**src/rtl/window3x3_ctrl.sv**
```systemverilog
// Sequencing controller for the 3x3 line-buffer window datapath: locks frame
// geometry, tracks pixel row/column, flags interior windows and frame events.
module window3x3_ctrl #(
  parameter int CW   = 11,
  parameter int W_LO = 640,
  parameter int H_LO = 480,
  parameter int W_HI = 1280,
  parameter int H_HI = 720
) (
  input  logic          clk,
  input  logic          rst,
  input  logic          tvalid,
  input  logic          in_v_sync,
  input  logic          in_h_sync,
  input  logic          in_data_en,
  input  logic [CW-1:0] cfg_width,
  input  logic [CW-1:0] cfg_height,
  output logic [1:0]    res_sel,
  output logic          res_locked,
  output logic [CW-1:0] col,
  output logic [CW-1:0] row,
  output logic          win_valid,
  output logic          frame_start,
  output logic          frame_done,
  output logic          geom_err,
  output logic          busy
);

  localparam logic [CW-1:0] W_LO_C = CW'(W_LO);
  localparam logic [CW-1:0] H_LO_C = CW'(H_LO);
  localparam logic [CW-1:0] W_HI_C = CW'(W_HI);
  localparam logic [CW-1:0] H_HI_C = CW'(H_HI);
  localparam logic [CW-1:0] ONE_C  = CW'(1);
  localparam logic [CW-1:0] TWO_C  = CW'(2);

  typedef enum logic [1:0] {S_IDLE, S_ARMED, S_ACTIVE, S_DONE} state_t;

  state_t        state_q, state_d;
  logic          vs_q, de_q;
  logic [CW-1:0] wm1_q, wm1_d, hm1_q, hm1_d;
  logic [CW-1:0] pc_q, pc_d, pr_q, pr_d, len_q, len_d;
  logic [CW-1:0] col_q, col_d, row_q, row_d;
  logic [1:0]    res_sel_q, res_sel_d;
  logic          locked_q, locked_d, win_q, win_d, fs_q, fs_d, fd_q, fd_d;
  logic          err_q, err_d, busy_q, busy_d;

  logic vs_rise, vs_fall, de_fall, cfg_lo, cfg_hi, pixel, col_end, row_end, last_px;
  logic h_sync_unused;

  // Line sync carries no sequencing information here; it is monitored only.
  assign h_sync_unused = in_h_sync;

  assign vs_rise = in_v_sync & ~vs_q;
  assign vs_fall = ~in_v_sync & vs_q;
  assign de_fall = ~in_data_en & de_q;
  assign cfg_lo  = (cfg_width == W_LO_C) && (cfg_height == H_LO_C);
  assign cfg_hi  = (cfg_width == W_HI_C) && (cfg_height == H_HI_C);
  assign pixel   = (state_q == S_ACTIVE) && in_data_en;
  assign col_end = (pc_q == wm1_q);
  assign row_end = (pr_q == hm1_q);
  assign last_px = pixel && col_end && row_end;

  always_ff @(posedge clk or posedge rst) begin
    if (rst)         state_q <= S_IDLE;
    else if (tvalid) state_q <= state_d;
  end

  always_comb begin
    state_d = state_q;
    case (state_q)
      S_IDLE:   if (cfg_lo || cfg_hi) state_d = S_ARMED;
      S_ARMED:  if (vs_rise) state_d = S_ACTIVE;
      S_ACTIVE: if (!vs_rise && (last_px || vs_fall)) state_d = S_DONE;
      S_DONE:   state_d = S_IDLE;
      default:  state_d = S_IDLE;
    endcase
  end

  always_comb begin
    // NOTE: every _d starts from its register value, so no branch below can infer a latch.
    wm1_d     = wm1_q;
    hm1_d     = hm1_q;
    pc_d      = pc_q;
    pr_d      = pr_q;
    len_d     = len_q;
    col_d     = col_q;
    row_d     = row_q;
    res_sel_d = res_sel_q;
    locked_d  = locked_q;
    win_d     = win_q;
    err_d     = err_q;
    busy_d    = busy_q;
    fs_d      = 1'b0;
    fd_d      = 1'b0;
    case (state_q)
      S_IDLE: begin
        res_sel_d = 2'b00;
        if (cfg_lo) begin
          res_sel_d = 2'b01;
          wm1_d     = W_LO_C - ONE_C;
          hm1_d     = H_LO_C - ONE_C;
        end else if (cfg_hi) begin
          res_sel_d = 2'b10;
          wm1_d     = W_HI_C - ONE_C;
          hm1_d     = H_HI_C - ONE_C;
        end
      end
      S_ARMED: begin
        if (vs_rise) begin
          fs_d     = 1'b1;
          locked_d = 1'b1;
          busy_d   = 1'b1;
          win_d    = 1'b0;
          pc_d     = '0;
          pr_d     = '0;
          col_d    = '0;
          row_d    = '0;
          len_d    = '0;
        end
      end
      S_ACTIVE: begin
        win_d = 1'b0;
        if (vs_rise) begin
          // A second frame sync mid-frame restarts counting from the top.
          err_d = 1'b1;
          fs_d  = 1'b1;
          pc_d  = '0;
          pr_d  = '0;
          col_d = '0;
          row_d = '0;
          len_d = '0;
        end else begin
          if (pixel) begin
            col_d = pc_q;
            row_d = pr_q;
            win_d = (pr_q >= TWO_C) && (pc_q >= TWO_C);
            len_d = len_q + ONE_C;
            if (col_end) begin
              pc_d = '0;
              if (!row_end) pr_d = pr_q + ONE_C;
            end else begin
              pc_d = pc_q + ONE_C;
            end
          end
          if (de_fall) begin
            if (len_q != wm1_q + ONE_C) err_d = 1'b1;
            len_d = '0;
          end
          // The last pixel wins over a coincident v_sync fall: that is a clean end.
          if (last_px || vs_fall) begin
            fd_d     = 1'b1;
            busy_d   = 1'b0;
            locked_d = 1'b0;
            if (!last_px) err_d = 1'b1;
          end
        end
      end
      default: ;
    endcase
  end

  always_ff @(posedge clk or posedge rst) begin
    // NOTE: sequential state uses non-blocking assignments so all registers update together.
    if (rst) begin
      vs_q      <= 1'b0;
      de_q      <= 1'b0;
      wm1_q     <= '0;
      hm1_q     <= '0;
      pc_q      <= '0;
      pr_q      <= '0;
      len_q     <= '0;
      col_q     <= '0;
      row_q     <= '0;
      res_sel_q <= 2'b00;
      locked_q  <= 1'b0;
      win_q     <= 1'b0;
      fs_q      <= 1'b0;
      fd_q      <= 1'b0;
      err_q     <= 1'b0;
      busy_q    <= 1'b0;
    end else if (tvalid) begin
      vs_q      <= in_v_sync;
      de_q      <= in_data_en;
      wm1_q     <= wm1_d;
      hm1_q     <= hm1_d;
      pc_q      <= pc_d;
      pr_q      <= pr_d;
      len_q     <= len_d;
      col_q     <= col_d;
      row_q     <= row_d;
      res_sel_q <= res_sel_d;
      locked_q  <= locked_d;
      win_q     <= win_d;
      fs_q      <= fs_d;
      fd_q      <= fd_d;
      err_q     <= err_d;
      busy_q    <= busy_d;
    end else begin
      fs_q <= 1'b0;
      fd_q <= 1'b0;
    end
  end

  assign res_sel     = res_sel_q;
  assign res_locked  = locked_q;
  assign col         = col_q;
  assign row         = row_q;
  assign win_valid   = win_q;
  assign frame_start = fs_q;
  assign frame_done  = fd_q;
  assign geom_err    = err_q;
  assign busy        = busy_q;

endmodule

```
**config.mk**
```make
export PLATFORM = sky130hd
export DESIGN_NAME = window3x3_ctrl
export DESIGN_NICKNAME = d
export VERILOG_FILES = /design/src/rtl/window3x3_ctrl.sv
export SDC_FILE = /design/constraint.sdc
export NUM_CORES = 1
export LEC_CHECK = 0
export CORE_UTILIZATION = 45
export CTS_BUF_LIST = sky130_fd_sc_hd__clkbuf_2
export CTS_CLUSTER_SIZE = 30
export DETAILED_ROUTE_END_ITERATION = 12
export PLACE_DENSITY = 0.71
export SYNTH_ARGS = -nofsm -noshare
export SYNTH_HDL_FRONTEND = slang
export SYNTH_SLANG_ARGS = --single-unit
```
**constraint.sdc**
```tcl
create_clock -name clk -period 5.3 [get_ports clk]
set_clock_uncertainty 0.2 [all_clocks]
set_input_delay 0.53 -clock clk [delete_from_list [all_inputs] [get_ports clk]]
set_output_delay 0.53 -clock clk [all_outputs]
set_load 0.01 [all_outputs]
```
; ---- Word-level counts from Yosys, hierarchy flattened
; Cells that the tools add are included.
[totals]
register_bits = 88
inputBits = 28
output_inout_bits = 30
wordCells = 120
[op_classes]
n_addsub = 4
magnitude_cmp = 2
eq_ne = 19
mux = 50
bitwise = 6
n_reduce_logical = 23
[ops]
columns = op, count
row1 = $mux W11, 19
row2 = $pmux W11 S2, 5
row3 = $add A11 B1 Y11 const B, 4
row4 = $eq A11 B10 Y1 const B, 2
row5 = $eq A11 B11 Y1, 2
row6 = $ge A11 B2 Y1 const B, 2
row7 = $mux W1, 18
row8 = $reduce_and A4 Y1, 3
row9 = $eq A11 B11 Y1 const B, 1
row10 = $eq A11 B9 Y1 const B, 1
row11 = $ne A11 B11 Y1, 1
row12 = $mux W2, 5
row13 = $ne A3 B3 Y1 const B, 3
row14 = $pmux W2 S4, 1
row15 = $logic_and A1 B1 Y1, 7
row16 = $ne A2 B2 Y1 const B, 3
row17 = $reduce_and A3 Y1, 2
row18 = $reduce_and A6 Y1, 1
row19 = $reduce_and A5 Y1, 1
row20 = $eq A2 B2 Y1 const B, 2
row21 = $ne A2 B1 Y1 const B, 2
row22 = $ne A4 B4 Y1 const B, 1
row23 = $pmux W1 S2, 2
row24 = $reduce_and A2 Y1, 2
row25 = other kinds (8), 14

; ---- Longest topological paths before layout
; Gate-level depths: netlist of run 1.
[logic_depth]
word_depth = 9
mapped_depth = 9
depth_no_buf = 8

; ---- Worst setup path before layout of run 1
; OpenSTA, ideal clock, no wires.
[synth_timing]
kind = flip-flop to flip-flop
start = reg pr_q[8]
end = reg state_q[1]
setup_ns = 0.125
arrival_time_ns = 2.035
required_ns = 4.975
setup_slack_ns = 2.940
path_stages_with_launch = 8
n_path_buf = 1
period_less_slack_ns = 2.360
cell_sequence = dfrtp_1 -> buf_6 -> or3_4 -> a2111oi_4 -> and4_1 -> nand2_2 -> a31oi_4 -> mux2_4
[synth_via]
elab_chain_cells = 6
[synth_lines]
columns = item, line_no
row1 = start: declaration, 41  ; logic [CW-1:0] pc_q, pc_d, pr_q, pr_d, len_q, len_d;
row2 = start signal: assignment, 187  ; pr_q <= pr_d;
row3 = $eq A11 B11 Y1, 60  ; assign row_end = (pr_q == hm1_q);
row4 = $logic_and A1 B1 Y1, 61  ; assign last_px = pixel && col_end && row_end;
row5 = $logic_or A1 B1 Y1, 73  ; S_ACTIVE: if (!vs_rise && (last_px || vs_fall)) state_d = S_DONE;
row6 = $logic_and A1 B1 Y1, 73
row7 = $ne A2 B1 Y1 (no line), --
row8 = $reduce_and A4 Y1 (no line), --
row9 = end signal: assignment, 65  ; else if (tvalid) state_q <= state_d;
row10 = end: declaration, 38  ; state_t state_q, state_d;
; Every way passes these cells.
; A chain may end at the register's enable or synchronous reset.

; ---- Worst setup path after layout of run 1
[layout_timing]
start = in in_data_en
end = reg pc_q[9]
[layout_via]
elab_chain_cells = 3
[layout_lines]
columns = item, line_no
row1 = start: declaration, 15  ; input logic in_data_en,
row2 = $logic_and A1 B1 Y1, 58  ; assign pixel = (state_q == S_ACTIVE) && in_data_en;
row3 = $ne A3 B3 Y1 (no line), --
row4 = $reduce_and A4 Y1 (no line), --
row5 = end signal: assignment, 186  ; pc_q <= pc_d;
row6 = end: declaration, 41
; Every way passes these cells.

==> results.sh, run 1 <==
export IMPL_outcome="completed"
export IMPL_grt_pass1_vias=3023
export IMPL_netlist_instances=424
export IMPL_ys_seq_elements=69
export IMPL_drtIter0Drc=214
export IMPL_pre_cts_ws_ns=1.78
export IMPL_critPathRequiredTime_ns=5.50
export IMPL_antenna_left=0
export IMPL_cts_setup_buffers=0
export IMPL_netlist_area_leader_share_pct=44.9
export IMPL_vias=3239
export IMPL_holdCritPathClass="input port to async pin"
export IMPL_hpwl_um=5940
export IMPL_ys_dominant_reg_cell="dfrtp_1"
export IMPL_antenna_found_initial=0
export IMPL_io_pins=58
export IMPL_ctsResizeCount=0
export IMPL_root_buffer="clkbuf_2"
export IMPL_start_util_pct=46.6
export IMPL_critPathMaxFanout=46
export IMPL_synth_nets=462
export IMPL_yosysWarnings=0
export IMPL_floorplan_die_width_um=94.4
export IMPL_slew_viol_final=0
export IMPL_slowest_stage="clkdlybuf4s50_1"
export IMPL_p_per_area_mw_per_mm2=278
export IMPL_r2r_setup_slack_ns=2.32
export IMPL_hold_viol=0
export IMPL_reg2reg_depth=5
export IMPL_clock_fmax_mhz=330
export IMPL_synth_area_sq_mm=0.00384
export IMPL_yosysMostFrequentCell="nand2_1"
export IMPL_synth_distinct_cells=55
export IMPL_clk_path_buf_depth=2
export IMPL_num_rows=33
export IMPL_path_cells="clkdlybuf4s50_1, nor2b_1, o221ai_4, nor4_1, nand4_1, xor2_1, nor2_1"
export IMPL_die_h_um=94.4
export IMPL_tns_ns=0
export IMPL_synth_common_cells="nand2_1 (85), dfrtp_1 (69), nor2_1 (33)"
export IMPL_place_gp_congestion=0.845
export IMPL_yosysTopAreaCell="dfrtp_1"
export IMPL_clkSinkCount=69
export IMPL_diodes=0
export IMPL_synth_area_top_cells="dfrtp_1 (45%), nand2_1 (8.3%), nand3_1 (3.4%)"
export IMPL_p_total_mw=1.26
export IMPL_reg2reg_to="pr_q[4]$_DFFE_PP0P_"
export IMPL_grt_overflow=0
export IMPL_io_buffers=56
export IMPL_tightestPinTransition_ns=1.16
export IMPL_die_area_sq_mm=0.00892
export IMPL_core_area_sq_mm=0.00826
export IMPL_async_flop_share_pct=100
export IMPL_grt_max_degree=47
export IMPL_avgViaCountPerCell=5.58
export IMPL_arrival_ns=3.23
export IMPL_post_route_min_period_ns=3.03
export IMPL_vdd_ir_drop_worst_mv=0.231
export IMPL_post_route_period_util_pct=57.2
export IMPL_rsz0062_at_grt="no"
export IMPL_criticalPathCategory="input port to register"
export IMPL_area_growth_pct=18.3
export IMPL_cts_tree="yes"
export IMPL_setup_viol=0
export IMPL_drc=0
export IMPL_start_kind="input port"
export IMPL_cts_buffers_inserted=9
export IMPL_grt_pass1_wl_um=14700
export IMPL_postCtsHoldBufs=0
export IMPL_relSlewSlack_pct=23.0
export IMPL_drt_wl_total_um=8670
export IMPL_dr_pass1_iters=5
export IMPL_post_route_util_pct=55.1
export IMPL_grt_usage_pct=21.0
export IMPL_nets=508
export IMPL_drive_gt1_share_pct=8.00
export IMPL_max_stage_delay_ns=0.85
export IMPL_ys_seq_area_share_pct=44.9
export IMPL_syn_avg_cell_area_sq_um=9.07
export IMPL_synth_edf_count=0
export IMPL_rr_startpoint="wm1_q[6]$_DFFE_PP0P_"
export IMPL_hold_slack_ns=0.217
export IMPL_setup_ws_ns=2.27
export IMPL_clk_latency_ns=0.50
export IMPL_clk_pin_slew_ns=0.21
export IMPL_htreeDepth=3
export IMPL_p_leak_nw=2.04
export IMPL_wire_per_inst_um=14.9
export IMPL_critPathCaptureType="register"
export IMPL_drv_cap=0
[state kept, by name (all words and copies together), names as in the netlist]
| name | flops |
|---|---|
| win_valid | 1 |
| wm1_q | 3 |
| pc_q | 11 |
| frame_start | 1 |
| busy | 1 |
| geom_err | 1 |
| row | 11 |
| len_q | 11 |
| frame_done | 1 |
| pr_q | 11 |
| col | 11 |
| vs_q | 1 |
| res_sel | 2 |
| de_q | 1 |
| state_q | 2 |
[power breakdown]
group	leakage, nW	switching [mW]	internal, mW
registers	0.941	0.0343	0.555
logic	1.03	0.239	0.125
clock network	0.0679	0.200	0.110
[cell families (layout without fill, tap and decap cells)]
group	after synthesis	in the layout	share of synthesized area, %
flip-flops	69	69	44.9
adder cells (fa/ha/maj)	11	11	3.55
multiplexers	5	5	1.53
AND/OR/NAND/NOR	209	209	26.6
buffers and inverters	31	82	4.03
XOR/XNOR	17	17	3.87
AO/OA/AOI/OAI	82	82	15.5
[stage by stage]
step / instance area (sq um) / instances
finish: 4550 / 580
CTS: 4550 / 580
global route: 4550 / 580
global placement: 4430 / 564
detailed placement: 4430 / 564
floorplan: 3840 / 424
[worst max-delay path: cells and delay by family]
kind	cells	cell delay, ns
AND/OR/NAND/NOR	4	1.18
buffers and inverters	1	0.85
AO/OA/AOI/OAI	1	0.48
XOR/XNOR	1	0.17
[how the worst max path moves through the flow]
stage | from | endpoint | slack, ns
2_1_floorplan | rst | busy$_DFFE_PP0P_ | 2.83
3_5_place_dp | in_data_en | pc_q[9]$_DFFE_PP0P_ | 1.78
6_report | in_data_en | pc_q[9]$_DFFE_PP0P_ | 2.27
3_3_place_gp | in_data_en | pc_q[9]$_DFFE_PP0P_ | 1.86
5_1_grt | state_q[0]$_DFFE_PP0P_ | pr_q[7]$_DFFE_PP0P_ | 2.03
4_1_cts | in_data_en | pc_q[9]$_DFFE_PP0P_ | 2.34
[cell usage in the layout (no fill, tap or decap), drive strengths merged, types with 3 or more instances in the layout]
master	n
nand4	10
xor2	14
a22o	5
a21oi	10
or2	3
a21o	10
nor4bb	5
dfrtp	69
clkdlybuf4s50	56
nand2	86
and3	6
xnor2	3
ha	10
nand3	26
clkinv	3
mux2	4
and4	6
nor2b	3
o31ai	7
clkbuf	10
inv	9
a31oi	6
nor2	34
nor4	10
o21ai	23
o22ai	3
nor3	12
nand2b	4
[cell type report]
type                    count  area, sq um
well taps                 105          131
multi-input cells         324         1970
repair buffers             57          568
inverters                   9         33.8
clock buffers              10         50.0
flip-flops and latches     69         1730
clock inverters             6         63.8
fillers                   773         3710
[routing by layer]
layer  wire length [um]  vias to the layer above  track usage, %  share of wire [%]
li1                   -                     1615               -                  -
met1               4090                     1534            29.3                 47
met2               4140                       81            33.5                 48
met3                352                        9            2.90                4.1
met4                 86                        0            6.79               0.99
met5                  0                        -               0                  0
(Power assumes the default switching activity.)
==> inputs of run 2 (changes only) <==
--- a/config.mk
+++ b/config.mk
@@ -9,7 +9,7 @@
 export CTS_BUF_LIST = sky130_fd_sc_hd__clkbuf_2
 export CTS_CLUSTER_SIZE = 30
 export DETAILED_ROUTE_END_ITERATION = 12
-export PLACE_DENSITY = 0.71
+export PLACE_DENSITY = 0.74
 export SYNTH_ARGS = -nofsm -noshare
 export SYNTH_HDL_FRONTEND = slang
 export SYNTH_SLANG_ARGS = --single-unit
==> constraint.sdc (replaced) <==
create_clock -name clk -period 2.55 [get_ports clk]
set_clock_uncertainty 0.2 [all_clocks]
set_input_delay 0.255 -clock clk [delete_from_list [all_inputs] [get_ports clk]]
set_output_delay 0.255 -clock clk [all_outputs]
set_load 0.01 [all_outputs]
==> results.sh, run 2 (synthesized netlist as in run 1, its figures left out) <==
export IMPL_floorplan_die_width_um=94.4
export IMPL_mostFrequentLayoutCell="nand2_1"
export IMPL_hpwl_um=6550
export IMPL_drtIter0Drc=185
export IMPL_reg2reg_depth=6
export IMPL_slew_viol_final=0
export IMPL_rsz0062_at_grt="no"
export IMPL_nets=532
export IMPL_die_area_sq_mm=0.00892
export IMPL_grt_pass1_vias=3282
export IMPL_num_fill_cells=729
export IMPL_htreeDepth=3
export IMPL_p_total_mw=2.91
export IMPL_clk_path_buf_depth=2
export IMPL_place_gp_congestion=0.874
export IMPL_holdCritPathClass="input port to register"
export IMPL_grt_max_degree=36
export IMPL_start_util_pct=46.6
export IMPL_r2r_setup_slack_ns=0.11
export IMPL_criticalPathCategory="register to register"
export IMPL_die_h_um=94.4
export IMPL_outcome="completed"
export IMPL_clk_pin_slew_ns=0.19
export IMPL_critPathRequiredTime_ns=2.77
export IMPL_drc=0
export IMPL_core_area_sq_mm=0.00826
export IMPL_antenna_left=0
export IMPL_io_buffers=56
export IMPL_drv_cap=0
export IMPL_critPathCaptureType="register"
export IMPL_placed_cell_area_sq_mm=0.00461
export IMPL_rr_startpoint="wm1_q[9]$_DFFE_PP0P_"
export IMPL_hold_viol=0
export IMPL_arrival_ns=2.66
export IMPL_grt_usage_pct=21.8
export IMPL_grt_overflow=0
export IMPL_relSlewSlack_pct=55.4
export IMPL_post_route_util_pct=58.2
export IMPL_vias=3418
export IMPL_min_to="vs_q$_DFFE_PP0P_"
export IMPL_grt_pass1_wl_um=15200
export IMPL_tightestPinTransition_ns=0.668
export IMPL_dr_pass1_iters=7
export IMPL_drt_wl_total_um=8970
export IMPL_setup_viol=0
export IMPL_tns_ns=0
export IMPL_num_rows=33
export IMPL_critPathMaxFanout=5
export IMPL_post_route_min_period_ns=2.44
export IMPL_io_pins=58
export IMPL_final_cell_area_sq_mm=0.00480
export IMPL_drive_gt1_share_pct=12.4
export IMPL_wire_per_inst_um=14.9
export IMPL_cts_buffers_inserted=9
export IMPL_diodes=0
export IMPL_clkSinkCount=69
export IMPL_hold_slack_ns=0.240
export IMPL_vdd_ir_drop_worst_mv=0.455
export IMPL_clock_fmax_mhz=410
export IMPL_holdCritStartpoint="in_v_sync"
export IMPL_area_growth_pct=24.9
export IMPL_holdPathStages=4
export IMPL_avgViaCountPerCell=5.66
export IMPL_p_per_area_mw_per_mm2=605
export IMPL_start_kind="register"
export IMPL_clk_latency_ns=0.51
export IMPL_antenna_found_initial=0
export IMPL_p_leak_nw=2.19
export IMPL_post_route_period_util_pct=95.7
export IMPL_final_cell_mix="nand2_1 (85), dfrtp_1 (69), clkdlybuf4s50_1 (56)"
export IMPL_root_buffer="clkbuf_2"
export IMPL_cts_tree="yes"
export IMPL_reg2reg_to="state_q[1]$_DFFE_PP0P_"
## run 2: cell count changes in the layout (fill, tap and decap cells not counted), moves of 2 or more
cell / previous run / this run
buf_4: 1 / 22
bufinv_16: 1 / 3
clkinv_1: 0 / 2
clkinv_2: 2 / 0
## run 2: worst max path at each step
stage	start	to
floorplan	pr_q[8]$_DFFE_PP0P_	state_q[1]$_DFFE_PP0P_
global placement	in_v_sync	pc_q[10]$_DFFE_PP0P_
detailed placement	cfg_height[9]	state_q[1]$_DFFE_PP0P_
CTS	state_q[1]$_DFFE_PP0P_	pc_q[9]$_DFFE_PP0P_
global route	wm1_q[9]$_DFFE_PP0P_	state_q[1]$_DFFE_PP0P_
finish	wm1_q[9]$_DFFE_PP0P_	state_q[1]$_DFFE_PP0P_
## run 2: routing by layer
layer	track usage, %	routed length [um]
met5	0	0
met4	6.79	89
met3	4.51	448
met2	35.9	4490
met1	28.7	3950
## run 2: layout make-up
cell class | instances | area [sq um] | area share [%]
Clock buffer | 9 | 45.0 | 0.938
Clock inverter | 7 | 114 | 2.37
Inverter | 9 | 33.8 | 0.703
Multi-Input combinational cell | 324 | 1990 | 41.3
Sequential cell | 69 | 1730 | 35.9
Tap cell | 105 | 131 | 2.74
Timing Repair Buffer | 81 | 767 | 16.0
## run 2: worst max-delay path, stage by stage (launching register included)
cell and delay [ns]:
dfrtp_1 0.51, or3_4 0.37, a2111oi_4 0.40, and4_1 0.25, nand2_2 0.12, a31oi_4 0.21
mux2_4 0.32
## run 2: power breakdown
group	switching [mW]	internal, mW
clock network	0.403	0.418
logic	0.520	0.347
registers	0.0653	1.15
total	0.989	1.92
## run 2: through the flow
stage,setup slack [ns],cells
after floorplan,0.190,424
after global placement,0.146,586
after detailed placement,0.112,586
after CTS,0.0543,603
after global routing,0.00476,604
final,0.109,604
## run 2: repair_timing
item                       CTS  global route
hold buffers                 1             0
setup buffers                0             1
setup endpoints to repair    0             5
hold endpoints to repair    29             0
gates resized for setup      0             4
==> inputs of run 3 (changes only) <==
--- a/config.mk
+++ b/config.mk
@@ -5,11 +5,14 @@
 export SDC_FILE = /design/constraint.sdc
 export NUM_CORES = 1
 export LEC_CHECK = 0
+export ABC_CLOCK_PERIOD_IN_PS = 2550
 export CORE_UTILIZATION = 45
 export CTS_BUF_LIST = sky130_fd_sc_hd__clkbuf_2
 export CTS_CLUSTER_SIZE = 30
 export DETAILED_ROUTE_END_ITERATION = 12
+export GPL_ROUTABILITY_DRIVEN = 1
 export PLACE_DENSITY = 0.74
+export SETUP_SLACK_MARGIN = 0.02
 export SYNTH_ARGS = -nofsm -noshare
 export SYNTH_HDL_FRONTEND = slang
 export SYNTH_SLANG_ARGS = --single-unit
==> results.sh, run 3 (synthesized netlist as in run 1, its figures left out) <==
export IMPL_reg2reg_depth=6
export IMPL_dr_pass1_iters=7
export IMPL_multiInputGateArea_sq_mm=0.00199
export IMPL_clock_fmax_mhz=414
export IMPL_vdd_ir_drop_worst_mv=0.455
export IMPL_grt_pass1_wl_um=15200
export IMPL_hpwl_um=6550
export IMPL_clk_latency_ns=0.51
export IMPL_cts_tree="yes"
export IMPL_htreeDepth=3
export IMPL_rr_startpoint="wm1_q[9]$_DFFE_PP0P_"
export IMPL_floorplan_die_width_um=94.4
export IMPL_tightestPinTransition_ns=0.668
export IMPL_regArea_sq_mm=0.00173
export IMPL_arrival_ns=2.64
export IMPL_placed_cell_area_sq_mm=0.00461
export IMPL_num_rows=33
export IMPL_die_h_um=94.4
export IMPL_avgViaCountPerCell=5.66
export IMPL_critPathMaxFanout=5
export IMPL_final_cell_area_sq_mm=0.00480
export IMPL_io_pins=58
export IMPL_final_cell_mix="nand2_1 (85), dfrtp_1 (68), clkdlybuf4s50_1 (56)"
export IMPL_start_util_pct=46.6
export IMPL_mostFrequentLayoutCell="nand2_1"
export IMPL_post_route_util_pct=58.2
export IMPL_grt_overflow=0
export IMPL_io_buffers=56
export IMPL_core_area_sq_mm=0.00826
export IMPL_grt_max_degree=36
export IMPL_reg2reg_to="state_q[1]$_DFFE_PP0P_"
export IMPL_drtIter0Drc=185
export IMPL_antenna_left=0
export IMPL_holdPathStages=4
export IMPL_grt_usage_pct=21.8
export IMPL_post_route_min_period_ns=2.42
export IMPL_place_gp_congestion=0.874
export IMPL_drive_gt1_share_pct=12.6
export IMPL_diodes=0
export IMPL_root_buffer="clkbuf_2"
export IMPL_clkSinkCount=69
export IMPL_post_route_period_util_pct=94.7
export IMPL_nets=532
export IMPL_holdCritStartpoint="in_v_sync"
export IMPL_min_to="vs_q$_DFFE_PP0P_"
export IMPL_num_fill_cells=730
export IMPL_grt_pass1_vias=3282
export IMPL_rsz0062_at_grt="no"
export IMPL_cts_buffers_inserted=9
export IMPL_drc=0
export IMPL_outcome="completed"
export IMPL_vias=3416
export IMPL_hold_viol=0
export IMPL_p_leak_nw=2.19
export IMPL_die_area_sq_mm=0.00892
export IMPL_holdCritPathClass="input port to register"
export IMPL_relSlewSlack_pct=55.4
export IMPL_p_per_area_mw_per_mm2=605
export IMPL_critPathCaptureType="register"
export IMPL_p_total_mw=2.91
export IMPL_tns_ns=0
export IMPL_drt_wl_total_um=8970
export IMPL_critPathRequiredTime_ns=2.77
export IMPL_antenna_found_initial=0
export IMPL_r2r_setup_slack_ns=0.13
export IMPL_clk_path_buf_depth=2
export IMPL_wire_per_inst_um=14.9
export IMPL_start_kind="register"
export IMPL_setup_viol=0
export IMPL_area_growth_pct=25.0
export IMPL_clk_pin_slew_ns=0.19
export IMPL_drv_cap=0
export IMPL_slew_viol_final=0
export IMPL_criticalPathCategory="register to register"
## run 3: how the worst max path moves through the flow
stage | from | to | slack [ns] | cells after the start
2_1_floorplan | pr_q[8]$_DFFE_PP0P_ | state_q[1]$_DFFE_PP0P_ | 0.19 | 7
6_report | wm1_q[9]$_DFFE_PP0P_ | state_q[1]$_DFFE_PP0P_ | 0.13 | 6
3_5_place_dp | cfg_height[9] | state_q[1]$_DFFE_PP0P_ | 0.11 | 7
3_3_place_gp | in_v_sync | pc_q[10]$_DFFE_PP0P_ | 0.15 | 7
5_1_grt | pr_q[4]$_DFFE_PP0P_ | state_q[1]$_DFFE_PP0P_ | 0.03 | 6
4_1_cts | state_q[1]$_DFFE_PP0P_ | pc_q[9]$_DFFE_PP0P_ | 0.05 | 8
## run 3: what timing repair did
item | CTS | global route
buffers inserted | 0 | 1
endpoints found under the hold margin | 29 | 0
endpoints found under the setup margin | 0 | 6
resized for setup | 0 | 5
hold buffers | 1 | 0
## run 3: power by group
part | total (mW) | switching, mW | internal (mW) | leakage, nW
sequential | 1.22 | 0.0653 | 1.15 | 0.939
combinational | 0.867 | 0.520 | 0.347 | 1.16
clock | 0.821 | 0.403 | 0.418 | 0.0872
total | 2.91 | 0.989 | 1.92 | 2.19
## run 3: metrics by stage
| stage | std cells | hold WS, ns | setup WS (ns) |
|---|---|---|---|
| global route | 604 | 0.281 | 0.0326 |
| CTS | 603 | 0.238 | 0.0543 |
| global placement | 586 | 0.249 | 0.146 |
| finish | 604 | 0.240 | 0.134 |
| detailed placement | 586 | 0.258 | 0.112 |
| floorplan | 424 | 0.172 | 0.190 |
## run 3: area by class of cell
cell class / instances / area share, %
Clock buffer: 9 / 0.937
Tap cell: 105 / 2.73
Multi-Input combinational cell: 324 / 41.3
Timing Repair Buffer: 81 / 16.0
Clock inverter: 7 / 2.37
Sequential cell: 69 / 36.0
Inverter: 9 / 0.703
## run 3: metal layers
metal | routed length (um) | part of all wire [%] | vias up | track usage, %
met3 | 447 | 5.0 | 11 | 4.51
met2 | 4480 | 50 | 113 | 35.9
li1 | - | - | 1667 | -
met1 | 3950 | 44 | 1625 | 28.7
met4 | 90 | 1.0 | 0 | 6.79
met5 | 0 | 0 | - | 0
## run 3: critical path, stage by stage (launching register included)
cell and delay [ns]:
dfrtp_2 0.50, or3_4 0.35, a2111oi_4 0.40, and4_1 0.25, nand2_2 0.12, a31oi_4 0.21, mux2_4 0.32
